==> src/rtl/rom_lut_reader.sv <==
// rom_lut_reader
// Request-side front end for one read port of the dual-port lookup ROM.
// Tagged lookups are accepted over a valid/ready handshake. Each accepted
// address goes straight to the ROM. A valid/tag delay line follows the ROM's
// fixed read latency, and returned words land in a small first-word-fall-
// through FIFO, so the non-stallable ROM pipeline feeds a back-pressurable
// output stream.
//
// Ports:
//   clk, rst             single clock, synchronous active-high reset
//   in_valid/in_ready    request handshake
//   in_addr, in_tag      lookup address and opaque tag
//   rom_addr, rom_data   ROM read port (address is a combinational copy)
//   out_valid/out_ready  result handshake
//   out_data, out_tag    head-of-FIFO word and its tag (zero when empty)
//   fifo_count           output FIFO occupancy
//   ovf_err              sticky flag: FIFO written while full without a pop
module rom_lut_reader #(
    parameter int MXADRB      = 12,
    parameter int MXDATB      = 9,
    parameter int TAGB        = 8,
    parameter int ROM_LATENCY = 2,
    parameter int FIFO_DEPTH  = 4,
    localparam int PTRB = $clog2(FIFO_DEPTH),
    localparam int CNTB = PTRB + 1
) (
    input  logic              clk,
    input  logic              rst,
    input  logic              in_valid,
    output logic              in_ready,
    input  logic [MXADRB-1:0] in_addr,
    input  logic [TAGB-1:0]   in_tag,
    output logic [MXADRB-1:0] rom_addr,
    input  logic [MXDATB-1:0] rom_data,
    output logic              out_valid,
    input  logic              out_ready,
    output logic [MXDATB-1:0] out_data,
    output logic [TAGB-1:0]   out_tag,
    output logic [CNTB-1:0]   fifo_count,
    output logic              ovf_err
);

    localparam int SUMB = CNTB + 1;

    logic [ROM_LATENCY-1:0]           v_q, v_d;
    logic [ROM_LATENCY-1:0][TAGB-1:0] tag_q, tag_d;

    logic [MXDATB-1:0] data_mem_q [FIFO_DEPTH];
    logic [MXDATB-1:0] data_mem_d [FIFO_DEPTH];
    logic [TAGB-1:0]   tag_mem_q  [FIFO_DEPTH];
    logic [TAGB-1:0]   tag_mem_d  [FIFO_DEPTH];

    logic [CNTB-1:0] wr_ptr_q, wr_ptr_d;
    logic [CNTB-1:0] rd_ptr_q, rd_ptr_d;
    logic [CNTB-1:0] count_q, count_d;
    logic            ovf_q, ovf_d;

    logic [SUMB-1:0] credit_used;
    logic            acc;
    logic            full;
    logic            empty;
    logic            push;
    logic            pop;
    logic            wr_en;
    logic [PTRB-1:0] rd_idx;
    logic [PTRB-1:0] wr_idx;

    // Credit check, handshakes and FIFO status. Everything here depends only
    // on registered state, so a pop in this cycle cannot raise in_ready. That
    // keeps room for every lookup still travelling through the ROM.
    always_comb begin
        credit_used = SUMB'(count_q);
        for (int i = 0; i < ROM_LATENCY; i++) begin
            credit_used = credit_used + SUMB'(v_q[i]);
        end
        in_ready  = !rst && (credit_used < SUMB'(FIFO_DEPTH));
        acc       = in_valid && in_ready;
        rom_addr  = in_addr;

        full      = (count_q == CNTB'(FIFO_DEPTH));
        empty     = (count_q == '0);
        out_valid = !rst && !empty;
        pop       = out_valid && out_ready;
        push      = v_q[ROM_LATENCY-1];
        // A write into a full FIFO with no pop is dropped and flagged.
        wr_en     = push && (!full || pop);

        rd_idx    = rd_ptr_q[PTRB-1:0];
        wr_idx    = wr_ptr_q[PTRB-1:0];
        out_data  = out_valid ? data_mem_q[rd_idx] : '0;
        out_tag   = out_valid ? tag_mem_q[rd_idx]  : '0;

        fifo_count = count_q;
        ovf_err    = ovf_q;
    end

    // Next state for the delay line, FIFO storage, pointers, count and the
    // sticky overflow flag.
    always_comb begin
        v_d      = v_q;
        tag_d    = tag_q;
        v_d[0]   = acc;
        tag_d[0] = in_tag;
        for (int i = 1; i < ROM_LATENCY; i++) begin
            v_d[i]   = v_q[i-1];
            tag_d[i] = tag_q[i-1];
        end

        data_mem_d = data_mem_q;
        tag_mem_d  = tag_mem_q;
        wr_ptr_d   = wr_ptr_q;
        rd_ptr_d   = rd_ptr_q;
        count_d    = count_q;

        if (wr_en) begin
            data_mem_d[wr_idx] = rom_data;
            tag_mem_d[wr_idx]  = tag_q[ROM_LATENCY-1];
            wr_ptr_d           = wr_ptr_q + 1'b1;
        end
        if (pop) begin
            rd_ptr_d = rd_ptr_q + 1'b1;
        end
        case ({wr_en, pop})
            2'b10:   count_d = count_q + 1'b1;
            2'b01:   count_d = count_q - 1'b1;
            default: count_d = count_q;
        endcase

        ovf_d = ovf_q || (push && full && !pop);
    end

    // State registers. Clearing the delay-line valids on reset means ROM data
    // still in flight is never captured afterwards. The storage array does
    // not need clearing because the head is masked while the FIFO is empty.
    always_ff @(posedge clk) begin
        if (rst) begin
            v_q      <= '0;
            tag_q    <= '0;
            wr_ptr_q <= '0;
            rd_ptr_q <= '0;
            count_q  <= '0;
            ovf_q    <= 1'b0;
        end else begin
            v_q      <= v_d;
            tag_q    <= tag_d;
            wr_ptr_q <= wr_ptr_d;
            rd_ptr_q <= rd_ptr_d;
            count_q  <= count_d;
            ovf_q    <= ovf_d;
        end
        data_mem_q <= data_mem_d;
        tag_mem_q  <= tag_mem_d;
    end

endmodule

==> config.mk <==
export PLATFORM = sky130hd
export DESIGN_NAME = rom_lut_reader
export DESIGN_NICKNAME = d
export VERILOG_FILES = /design/src/rtl/rom_lut_reader.sv
export SDC_FILE = /design/constraint.sdc
export NUM_CORES = 1
export LEC_CHECK = 0
export ABC_AREA = 1
export CAP_MARGIN = 20
export CORE_AREA = 2 2 109 69
export CTS_BUF_LIST = sky130_fd_sc_hd__clkbuf_4 sky130_fd_sc_hd__clkbuf_8 sky130_fd_sc_hd__clkbuf_16
export DETAILED_ROUTE_END_ITERATION = 7
export DIE_AREA = 0 0 111 71
export PLACE_DENSITY = 0.83
export SLEW_MARGIN = 20
export SYNTH_ARGS = -nofsm -noshare
export SYNTH_HDL_FRONTEND = slang
export SYNTH_SLANG_ARGS = --single-unit
==> constraint.sdc <==
create_clock -name clk -period 6.3 [get_ports clk]
set_clock_uncertainty 0.2 [all_clocks]
set_input_delay 1.26 -clock clk [delete_from_list [all_inputs] [get_ports clk]]
set_output_delay 1.26 -clock clk [all_outputs]
set_load 0.005 [all_outputs]
==> summary.txt, run 1 <==
Status
  • Status: complete, no violations

Cells and area
  • Layout Nets: 413
  • Growth of design area from synthesis to finish: 19.5%
  • Share of post-route cells with drive strength above 1: 8.18%
  • Ant diodes: 0

Drt
  • Vias: 2,454
  • Via density: 5.22
  • DR iter-0 viols: between 150 and 200
  • WL per Instance: approximately 16 um
  • Antenna-violating nets left: 0
  • WL final: 7330 um
  • DRC viols: 0
  • First drt pass iteration count: 4

CTS
  • CTS Sinks: 94
  • Clock root cell: clkbuf_16
  • Clock Latency Late Sink: 0.33 ns
  • CTS tree: done
  • Clock transition at path regs: approximately 0.060 ns
  • CTS resizes: 0
  • Setup bufs post-CTS: 0
  • TritonCTS Buffers: 9
  • Clk buf depth: 2
  • H-tree levels: 3
  • CTS hold repair buffers: 0

Power
  • Clock Power Share: 39.7%
  • Switch Pwr: 295 uW
  • Switching portion of total power: 22.1%
  • Total power draw: 1330 uW
  • Internal Power: 1040 uW
  • Comb pwr share: 8.8%
  • Power per cell area: 298 nW/um^2
  • Sequential share of power: 51.5%
  • Lkg Pwr: between 0.0015 and 0.002 uW
  • Worst vdd ir: 0.161 mV

Synth
  • Avg Inst Size Synth: 11.0 um^2
  • Asr flop ratio synth: 0%
  • #FFs+latches synth: 94
  • Cells after Synth: 340
  • Count leader, synth: nor2_1
  • Syn Nets: 379
  • Synth warn: 0
  • Share of the synthesized area in the top cell type: 54.5%
  • Post-synthesis adder-cell area fraction: 2.21%
  • Main combinational cell family by area after synthesis: simple AND/OR/NAND/NOR gates
  • Synth area leaders: edfxtp_1, dfxtp_1, nor2_1, o21ai_0, a21oi_1
  • Synth cell types: 24
  • Compound-Gate Fraction of Synth Area: 8.42%
  • Mux contribution to synthesized area: 0%
  • Register area share after synthesis: 68.4%
  • Cell taking the most area after synthesis: edfxtp_1
  • Count of flip-flops with a built-in enable after synthesis: 68
  • Synth Area in XOR/XNOR: 0%
  • Primary FF master, synth: edfxtp_1
  • Simple-Gate Fraction of Synth Area: a little over an eighth
  • Top cells by count, synth: nor2_1, edfxtp_1, o21ai_0, inv_1, dfxtp_1
  • Post-synthesis instance area: 3740 um^2

STA
  • Fmax: between 200 and 250 MHz
  • RSZ-0062 raised after global routing: false
  • Final Hold Viols: 0
  • Period utilisation layout: 78.0%
  • Final Critical Period: between 4 and 5 ns
  • Worst setup margin: 1.39 ns
  • Worst hold slack: 0.206 ns
  • Final Setup Violations: 0
  • Slew Viols, Final: 0
  • TNS Setup: 0 ns
  • Slew headroom: 34.4%
  • Worst-margin pin slew: 0.983 ns

Flow run
  • Max-cap violation count: 0

Floorplan
  • Top Ports: a little under 70
  • Core region area: 6940 um^2
  • Num rows: 24
  • Die height: 71 um
  • Die Area: 7880 um^2
  • Initial Utilization: 54.0%
  • Die W: 111 um

GRT
  • First-pass GRT wire length: 11,500 um
  • Total gr overflow: 0
  • GRT Overall Usage: 19.3%
  • Antenna violations before repair: 0
  • Vias in the first global route: between 2,000 and 2,500
  • Largest net degree at the start of global routing: 36

Worst setup path
  • Req. time, crit path: approximately 4.8 ns
  • CP most frequent cell: clkdlybuf4s50_1
  • Cell family with most CP delay: buffers and inverters
  • CP bufs+invs: 3
  • CP Capture Type: primary output
  • CP Cell Sequence: clkdlybuf4s50_1 > inv_2 > nand2_2 > a21oi_1 > clkdlybuf4s50_1
  • Crit-path max FO: 24
  • Worst path max stage delay: 0.82 ns
  • WS Path Type: primary input to primary output
  • Crit-path slowest cell: clkdlybuf4s50_1
  • Crit path DAT: 3.45 ns
  • Worst setup SP type: primary input

Placement
  • Number of port buffers: 43
  • Routability Congestion: 0.872
  • Hpwl dp: 4490 um
  • Dpl ws: 1.37 ns

Hold path
  • HP Class: flop to flop
==> sequential cells by signal, indices dropped and copies added (netlist names) <==
signal and count:
fifo_count 3, tag_mem_q 32, tag_q 8, tag_d 8, rd_ptr_q 2, wr_ptr_q 2, ovf_err 1, data_mem_q 36
v_q 2
==> metrics by stage <==
stage	area (um^2)	cells	utilization [%]
CTS	4470	470	64.5
finish	4470	470	64.5
detailed placement	4170	454	60.2
global placement	4170	454	60.2
floorplan	3740	340	-
global route	4470	470	64.5
==> cell families (layout without fill, tap and decap cells) <==
logic type / count (synthesis) / after routing
compound gates: 63 / 63
fa+ha+maj: 6 / 6
buf+inv: 60 / 99
flops: 94 / 94
simple gates: 117 / 117
==> final timing paths <==
path	startpoint	to	slack [ns]	depth (start not counted)
setup / recovery	rst	out_data[8]	1.39	5
hold / removal	tag_d[12]	tag_q[12]	0.21	2
setup reg to reg	fifo_count[0]	fifo_count[2]	4.21	10
hold reg to reg	tag_d[12]	tag_q[12]	0.21	2
==> cell usage in the layout (no fill, tap or decap), drive strengths merged <==
cell,count
ha,5
edfxtp,68
buf,5
nand4,3
inv,36
nand3,6
nor2,96
bufinv,1
clkinv,2
nand2,11
nor3b,1
a21oi,25
clkdlybuf4s50,43
clkinvlp,3
o21ai,38
dfxtp,26
clkbuf,9
fa,1
==> area by class of cell <==
cell class	count	area (um^2)
Fill cell	524	2460
Inverter	35	131
Clock buffer	9	225
Sequential cell	94	2560
Multi-Input combinational cell	186	898
Tap cell	91	114
Timing Repair Buffer	48	468
Clock inverter	7	73.8
==> worst reg2reg max path, delay by kind of cell, from the launching register on <==
family                     cells  cell delay [ns]
buffers and inverters          2             0.16
DFF                            1             0.48
AOI/OAI and AO/OA              1             0.17
and+or+nand+nor                6             0.57
adders and majority gates      1             0.41
==> metal layers <==
| layer | track usage [%] | vias to the layer above | share of wire [%] |
|---|---|---|---|
| met5 | 0 | - | 0 |
| met2 | 32.7 | 89 | 48 |
| met4 | 8.75 | 0 | 2.2 |
| li1 | - | 1188 | - |
| met1 | 23.7 | 1162 | 43 |
| met3 | 5.40 | 15 | 6.2 |
==> power by group through the flow <==
stage | Combinational (uW) | Clock, uW | Sequential, uW
2_1_floorplan | 67.5 | 0 | 697
3_3_place_gp | 112 | 0 | 698
3_5_place_dp | 116 | 0 | 699
4_1_cts | 117 | 536 | 686
5_1_grt | 129 | 558 | 687
6_report | 117 | 529 | 686
(Power assumes the default switching activity.)
==> run 2: changes to the inputs <==
--- a/config.mk
+++ b/config.mk
@@ -7,11 +7,11 @@
 export LEC_CHECK = 0
 export ABC_AREA = 1
 export CAP_MARGIN = 20
-export CORE_AREA = 2 2 109 69
+export CORE_AREA = 2 2 119 75
 export CTS_BUF_LIST = sky130_fd_sc_hd__clkbuf_4 sky130_fd_sc_hd__clkbuf_8 sky130_fd_sc_hd__clkbuf_16
 export DETAILED_ROUTE_END_ITERATION = 7
-export DIE_AREA = 0 0 111 71
-export PLACE_DENSITY = 0.83
+export DIE_AREA = 0 0 121 77
+export PLACE_DENSITY = 0.74
 export SLEW_MARGIN = 20
 export SYNTH_ARGS = -nofsm -noshare
 export SYNTH_HDL_FRONTEND = slang
==> constraint.sdc (replaced) <==
create_clock -name clk -period 4.2 [get_ports clk]
set_clock_uncertainty 0.2 [all_clocks]
set_input_delay 0.84 -clock clk [delete_from_list [all_inputs] [get_ports clk]]
set_output_delay 0.84 -clock clk [all_outputs]
set_load 0.005 [all_outputs]
==> run 2 against run 1 <==
  * Clock-buffer cell count increased by 2
  * Critical path depth unchanged
  * Wire length decreased by 3.9%
  * Total power increased by 57%
  * Hold slack got worse by 0.0024 ns
  * Global-route usage decreased by 3.4 points
  * Worst setup slack got worse by 0.76 ns
  * Sequential cell count unchanged
  * First-iteration DRC count increased by 60%
  * Design area increased by 2.6%
  * Sequential share of layout area decreased by 1.4 points
  * Critical endpoint is now out_tag[4]
==> summary.txt, run 2 (synthesis results as in run 1) <==
STA
  • TNS Setup: 0 ns (unchanged)
  • RSZ-0062 raised after global routing: false (unchanged)
  • Final Hold Viols: 0 (unchanged)
  • Final Critical Period: 3.57 ns
  • Period utilisation layout: 84.9%
  • Worst-margin pin slew: 0.942 ns (was 0.983 ns)
  • Final Setup Violations: 0 (unchanged)
  • Slew Viols, Final: 0 (unchanged)
  • Slew headroom: 37.1% (was 34.4%)
  • Fmax: 280 MHz
  • Worst hold slack: 0.203 ns (was 0.206 ns)
  • Worst setup margin: 0.633 ns (was 1.39 ns)

Placement
  • Number of port buffers: 43 (unchanged)
  • Cell Area, Placed: 4250 um^2 (was 4170 um^2)
  • Placed Cells: 481 (was 454)
  • Dpl ws: 0.665 ns (was 1.37 ns)
  • Routability Congestion: 0.913 (was 0.872)
  • Hpwl dp: 4530 um (was 4490 um)

CTS
  • H-tree levels: 3 (unchanged)
  • Clock root cell: clkbuf_16 (unchanged)
  • Clock Latency Late Sink: 0.34 ns (was 0.33 ns)
  • Clk buf depth: 2 (unchanged)
  • CTS Sinks: 94 (unchanged)
  • Setup bufs post-CTS: 0 (unchanged)
  • Clock transition at path regs: 0.06 ns (about the same)
  • CTS hold repair buffers: 0 (unchanged)
  • TritonCTS Buffers: 9 (unchanged)
  • CTS tree: done (unchanged)
  • CTS resizes: 0 (unchanged)

GRT
  • Vias in the first global route: 2,339 (was 2,383)
  • First-pass GRT wire length: 11,300 um (was 11,500 um)
  • GRT Overall Usage: 15.9% (was 19.3%)
  • Largest net degree at the start of global routing: 36 (unchanged)
  • Antenna violations before repair: 0 (unchanged)
  • Total gr overflow: 0 (unchanged)

Power
  • Lkg Pwr: 0.00170 uW (was 0.00163 uW)
  • Worst vdd ir: 0.251 mV (was 0.161 mV)
  • Power per cell area: 455 nW/um^2 (was 298 nW/um^2)
  • Internal Power: 1640 uW (was 1040 uW)
  • Clock Power Share: 42.4% (was 39.7%)
  • Switching portion of total power: 21.6% (was 22.1%)
  • Sequential share of power: 49.2% (was 51.5%)
  • Switch Pwr: 452 uW (was 295 uW)
  • Comb pwr share: 8.4% (was 8.8%)

Cells and area
  • Ant diodes: 0 (unchanged)
  • Most frequent cells in the layout: nor2_1, edfxtp_1, clkdlybuf4s50_1 (unchanged)
  • Commonest non-fill, non-tap cell in the layout: nor2_1 (unchanged)
  • Growth of design area from synthesis to finish: 22.6% (was 19.5%)
  • Biggest register: data_mem_q (unchanged)
  • Layout Nets: 419 (was 413)
  • Max FFs per register: 36 (unchanged)
  • Biggest registers after layout: data_mem_q x36, tag_mem_q x32 (unchanged)
  • Fin area: 4590 um^2 (was 4470 um^2)
  • # fillers: 680 (was 524)
  • Final std cells w/o fill: 497 (was 470)
  • Share of post-route cells with drive strength above 1: 9.87% (was 8.18%)

Drt
  • WL final: 7040 um (was 7330 um)
  • Vias: 2,376 (was 2,454)
  • First drt pass iteration count: 4 (unchanged)
  • DRC viols: 0 (unchanged)
  • WL per Instance: 14.2 um (was 15.6 um)
  • Via density: 4.78 (was 5.22)
  • Antenna-violating nets left: 0 (unchanged)
  • DR iter-0 viols: 263 (was 164)

Worst setup path
  • Crit-path max FO: 17 (was 24)
  • CP Capture Type: primary output (unchanged)
  • WS Path Type: primary input to primary output (unchanged)
  • Crit path DAT: 2.53 ns (was 3.45 ns)
  • Req. time, crit path: 3.16 ns (was 4.84 ns)
  • Worst setup SP type: primary input (unchanged)

Floorplan
  • Die Area: 9320 um^2 (was 7880 um^2)
  • Initial Utilization: 45.5% (was 54.0%)
  • Die height: 77 um (was 71 um)
  • Core region area: 8230 um^2 (was 6940 um^2)
  • Top Ports: 68 (unchanged)
  • Die W: 121 um (was 111 um)
  • Num rows: 26 (was 24)

Hold path
  • HP Class: flop to flop (unchanged)

Status
  • Status: complete, no violations (unchanged)

Flow run
  • Max-cap violation count: 0 (unchanged)
-- run 2: power by group through the flow --
stage	logic (uW)	clock network [uW]	registers (uW)
global route	198	936	1030
global placement	172	0	1050
floorplan	101	0	1040
finish	176	885	1030
detailed placement	176	0	1050
CTS	178	902	1030
-- run 2: worst max-delay path, cell delays in order --
cell and delay, ns:
clkdlybuf4s50_1 0.44, inv_2 0.16, nand2_2 0.28, a21oi_1 0.25, clkdlybuf4s50_1 0.55
-- run 2: routing by layer --
layer	GRT usage (%)	vias to the layer above	routed length [um]
met1	20.5	1091	3270
li1	-	1202	-
met5	0	-	0
met2	24.6	67	3210
met3	5.51	16	427
met4	6.63	0	137
-- run 2: metrics by stage --
stage          power (uW)  utilization, %
6_report             2090            55.7
5_1_grt              2160            55.7
4_1_cts              2110            55.7
3_5_place_dp         1220            51.6
3_3_place_gp         1220            51.6
2_1_floorplan        1150               -
-- run 2: cell type report --
type | count | area [um^2] | share of cell area [%]
multi-input cells | 186 | 898 | 19.6
clock buffers | 11 | 275 | 6.00
clock inverters | 5 | 67.6 | 1.47
well taps | 112 | 140 | 3.05
flip-flops and latches | 94 | 2560 | 55.8
repair buffers | 54 | 513 | 11.2
inverters | 35 | 131 | 2.86
-- run 2: worst paths after layout --
check / from / endpoint / slack, ns / depth (start not counted)
setup / recovery: rst / out_tag[4] / 0.63 / 5
hold reg to reg: tag_d[10] / tag_q[10] / 0.20 / 2
hold / removal: tag_d[10] / tag_q[10] / 0.20 / 2
setup reg to reg: fifo_count[2] / fifo_count[2] / 2.17 / 10
==> run 3: changes to the inputs <==
--- a/config.mk
+++ b/config.mk
@@ -7,11 +7,11 @@
 export LEC_CHECK = 0
 export ABC_AREA = 1
 export CAP_MARGIN = 20
-export CORE_AREA = 2 2 119 75
+export CORE_AREA = 2 2 113 71
 export CTS_BUF_LIST = sky130_fd_sc_hd__clkbuf_4 sky130_fd_sc_hd__clkbuf_8 sky130_fd_sc_hd__clkbuf_16
 export DETAILED_ROUTE_END_ITERATION = 7
-export DIE_AREA = 0 0 121 77
-export PLACE_DENSITY = 0.74
+export DIE_AREA = 0 0 115 73
+export PLACE_DENSITY = 0.78
 export SLEW_MARGIN = 20
 export SYNTH_ARGS = -nofsm -noshare
 export SYNTH_HDL_FRONTEND = slang
==> constraint.sdc (replaced) <==
create_clock -name clk -period 3.6 [get_ports clk]
set_clock_uncertainty 0.2 [all_clocks]
set_input_delay 0.72 -clock clk [delete_from_list [all_inputs] [get_ports clk]]
set_output_delay 0.72 -clock clk [all_outputs]
set_load 0.005 [all_outputs]
==> run 3 against run 2 <==
  * Wire length down 3.7%
  * First-iteration DRC count fell by 44%
  * Total power up 11%
  * Critical path depth did not move
  * Register-to-register slack got worse by 0.59 ns
  * Critical endpoint is now out_tag[1]
  * Largest power group unchanged
  * Highest routed layer unchanged
==> summary.txt, run 3 (synthesis results as in run 1) <==
STA
  • Final Setup Violations: 0 (unchanged)
  • Worst-margin pin slew: 0.387 ns (was 0.942 ns)
  • Fmax: 307 MHz
  • RSZ-0062 raised after global routing: false (unchanged)
  • Slew headroom: 74.1% (was 37.1%)
  • Final Critical Period: 3.26 ns
  • Worst setup margin: 0.338 ns (was 0.633 ns)
  • Period utilisation layout: 90.6%
  • Final Hold Viols: 0 (unchanged)
  • Slew Viols, Final: 0 (unchanged)
  • TNS Setup: 0 ns (unchanged)

Worst setup path
  • CP Capture Type: primary output (unchanged)
  • WS Path Type: primary input to primary output (unchanged)
  • Crit-path max FO: 17 (unchanged)
  • Crit path DAT: 2.34 ns (was 2.53 ns)
  • Worst setup SP type: primary input (unchanged)
  • Req. time, crit path: 2.68 ns (was 3.16 ns)

Placement
  • Number of port buffers: 43 (unchanged)
  • Routability Congestion: 0.853 (was 0.913)
  • Hpwl dp: 4240 um (was 4530 um)
  • Dpl ws: 0.320 ns (was 0.665 ns)
  • Cell Area, Placed: 4200 um^2 (was 4250 um^2)

Power
  • Worst vdd ir: 0.282 mV (was 0.251 mV)
  • Lkg Pwr: 0.00165 uW (was 0.00170 uW)
  • Power per cell area: 514 nW/um^2 (was 455 nW/um^2)
  • Total power draw: 2310 uW (was 2090 uW)

GRT
  • Vias in the first global route: 2,296 (was 2,339)
  • First-pass GRT wire length: 11,000 um (was 11,300 um)
  • GRT Overall Usage: 17.6% (was 15.9%)
  • Largest net degree at the start of global routing: 36 (unchanged)
  • Antenna violations before repair: 0 (unchanged)
  • Total gr overflow: 0 (unchanged)

Drt
  • Antenna-violating nets left: 0 (unchanged)
  • WL per Instance: 14.2 um (about the same)
  • WL final: 6780 um (was 7040 um)
  • DRC viols: 0 (unchanged)
  • Via density: 4.94 (was 4.78)
  • DR iter-0 viols: 146 (was 263)
  • First drt pass iteration count: 4 (unchanged)
  • Vias: 2,353 (was 2,376)

CTS
  • CTS resizes: 0 (unchanged)
  • Clock root cell: clkbuf_16 (unchanged)
  • Clock Latency Late Sink: 0.33 ns (was 0.34 ns)
  • Setup bufs post-CTS: 0 (unchanged)
  • TritonCTS Buffers: 9 (unchanged)
  • CTS hold repair buffers: 0 (unchanged)
  • Clock transition at path regs: 0.06 ns (about the same)
  • H-tree levels: 3 (unchanged)
  • CTS Sinks: 94 (unchanged)
  • CTS tree: done (unchanged)
  • Clk buf depth: 2 (unchanged)

Hold path
  • HP Class: flop to flop (unchanged)

Status
  • Status: complete, no violations (unchanged)

Cells and area
  • Growth of design area from synthesis to finish: 20.2% (was 22.6%)
  • Biggest registers after layout: data_mem_q x36, tag_mem_q x32 (unchanged)
  • Ant diodes: 0 (unchanged)
  • Max FFs per register: 36 (unchanged)
  • Most frequent cells in the layout: nor2_1, edfxtp_1, clkdlybuf4s50_1 (unchanged)
  • Biggest register: data_mem_q (unchanged)
  • Fin area: 4500 um^2 (was 4590 um^2)
  • Share of post-route cells with drive strength above 1: 9.16% (was 9.87%)
  • Layout Nets: 416 (was 419)
  • Commonest non-fill, non-tap cell in the layout: nor2_1 (unchanged)

Floorplan
  • Die Area: 8400 um^2 (was 9320 um^2)
  • Num rows: 25 (was 26)
  • Die W: 115 um (was 121 um)
  • Die height: 73 um (was 77 um)
  • Initial Utilization: 49.9% (was 45.5%)
  • Core region area: 7510 um^2 (was 8230 um^2)
  • Top Ports: 68 (unchanged)

Flow run
  • Max-cap violation count: 0 (unchanged)
## run 3: final cells by class
type                       count  area (um^2)
inverter                      35          131
clock buffer                  11          258
tap                           94          118
sequential                    94         2560
multi-input combinational    186          898
timing repair buffer          51          490
fill                         616         3010
clock inverter                 5         41.3
## run 3: where the power goes
part / switching [uW] / total, uW / internal [uW] / leakage, uW
sequential: 16.5 / 1200 / 1180 / 0.000835
combinational: 110 / 204 / 94.4 / 0.000676
clock: 386 / 908 / 522 / 0.000141
total: 512 / 2310 / 1800 / 0.00165
## run 3: layer usage
metal | share of wire (%) | GRT usage [%]
met4 | 0.62 | 4.95
met3 | 7.4 | 6.40
met5 | 0 | 0
met1 | 45 | 22.1
met2 | 47 | 29.0
## run 3: worst max-delay path, cell delays in order
cell             delay, ns
clkdlybuf4s50_1       0.44
inv_2                 0.14
nand2_2               0.26
a21oi_1               0.23
clkdlybuf4s50_1       0.54
## run 3: worst paths after layout
check | start | cells after the start | endpoint | slack (ns)
hold reg to reg | tag_d[11] | 2 | tag_q[11] | 0.20
hold / removal | tag_d[11] | 2 | tag_q[11] | 0.20
setup reg to reg | fifo_count[2] | 10 | fifo_count[2] | 1.58
setup / recovery | rst | 5 | out_tag[1] | 0.34
## run 3: through the flow
| step | std cells | utilization, % | hold slack [ns] |
|---|---|---|---|
| 6_report | 476 | 59.9 | 0.200 |
| 5_1_grt | 476 | 59.9 | 0.211 |
| 4_1_cts | 476 | 59.9 | 0.203 |
| 3_5_place_dp | 460 | 56.0 | 0.193 |
| 3_3_place_gp | 460 | 56.0 | 0.192 |
| 2_1_floorplan | 340 | - | 0.188 |
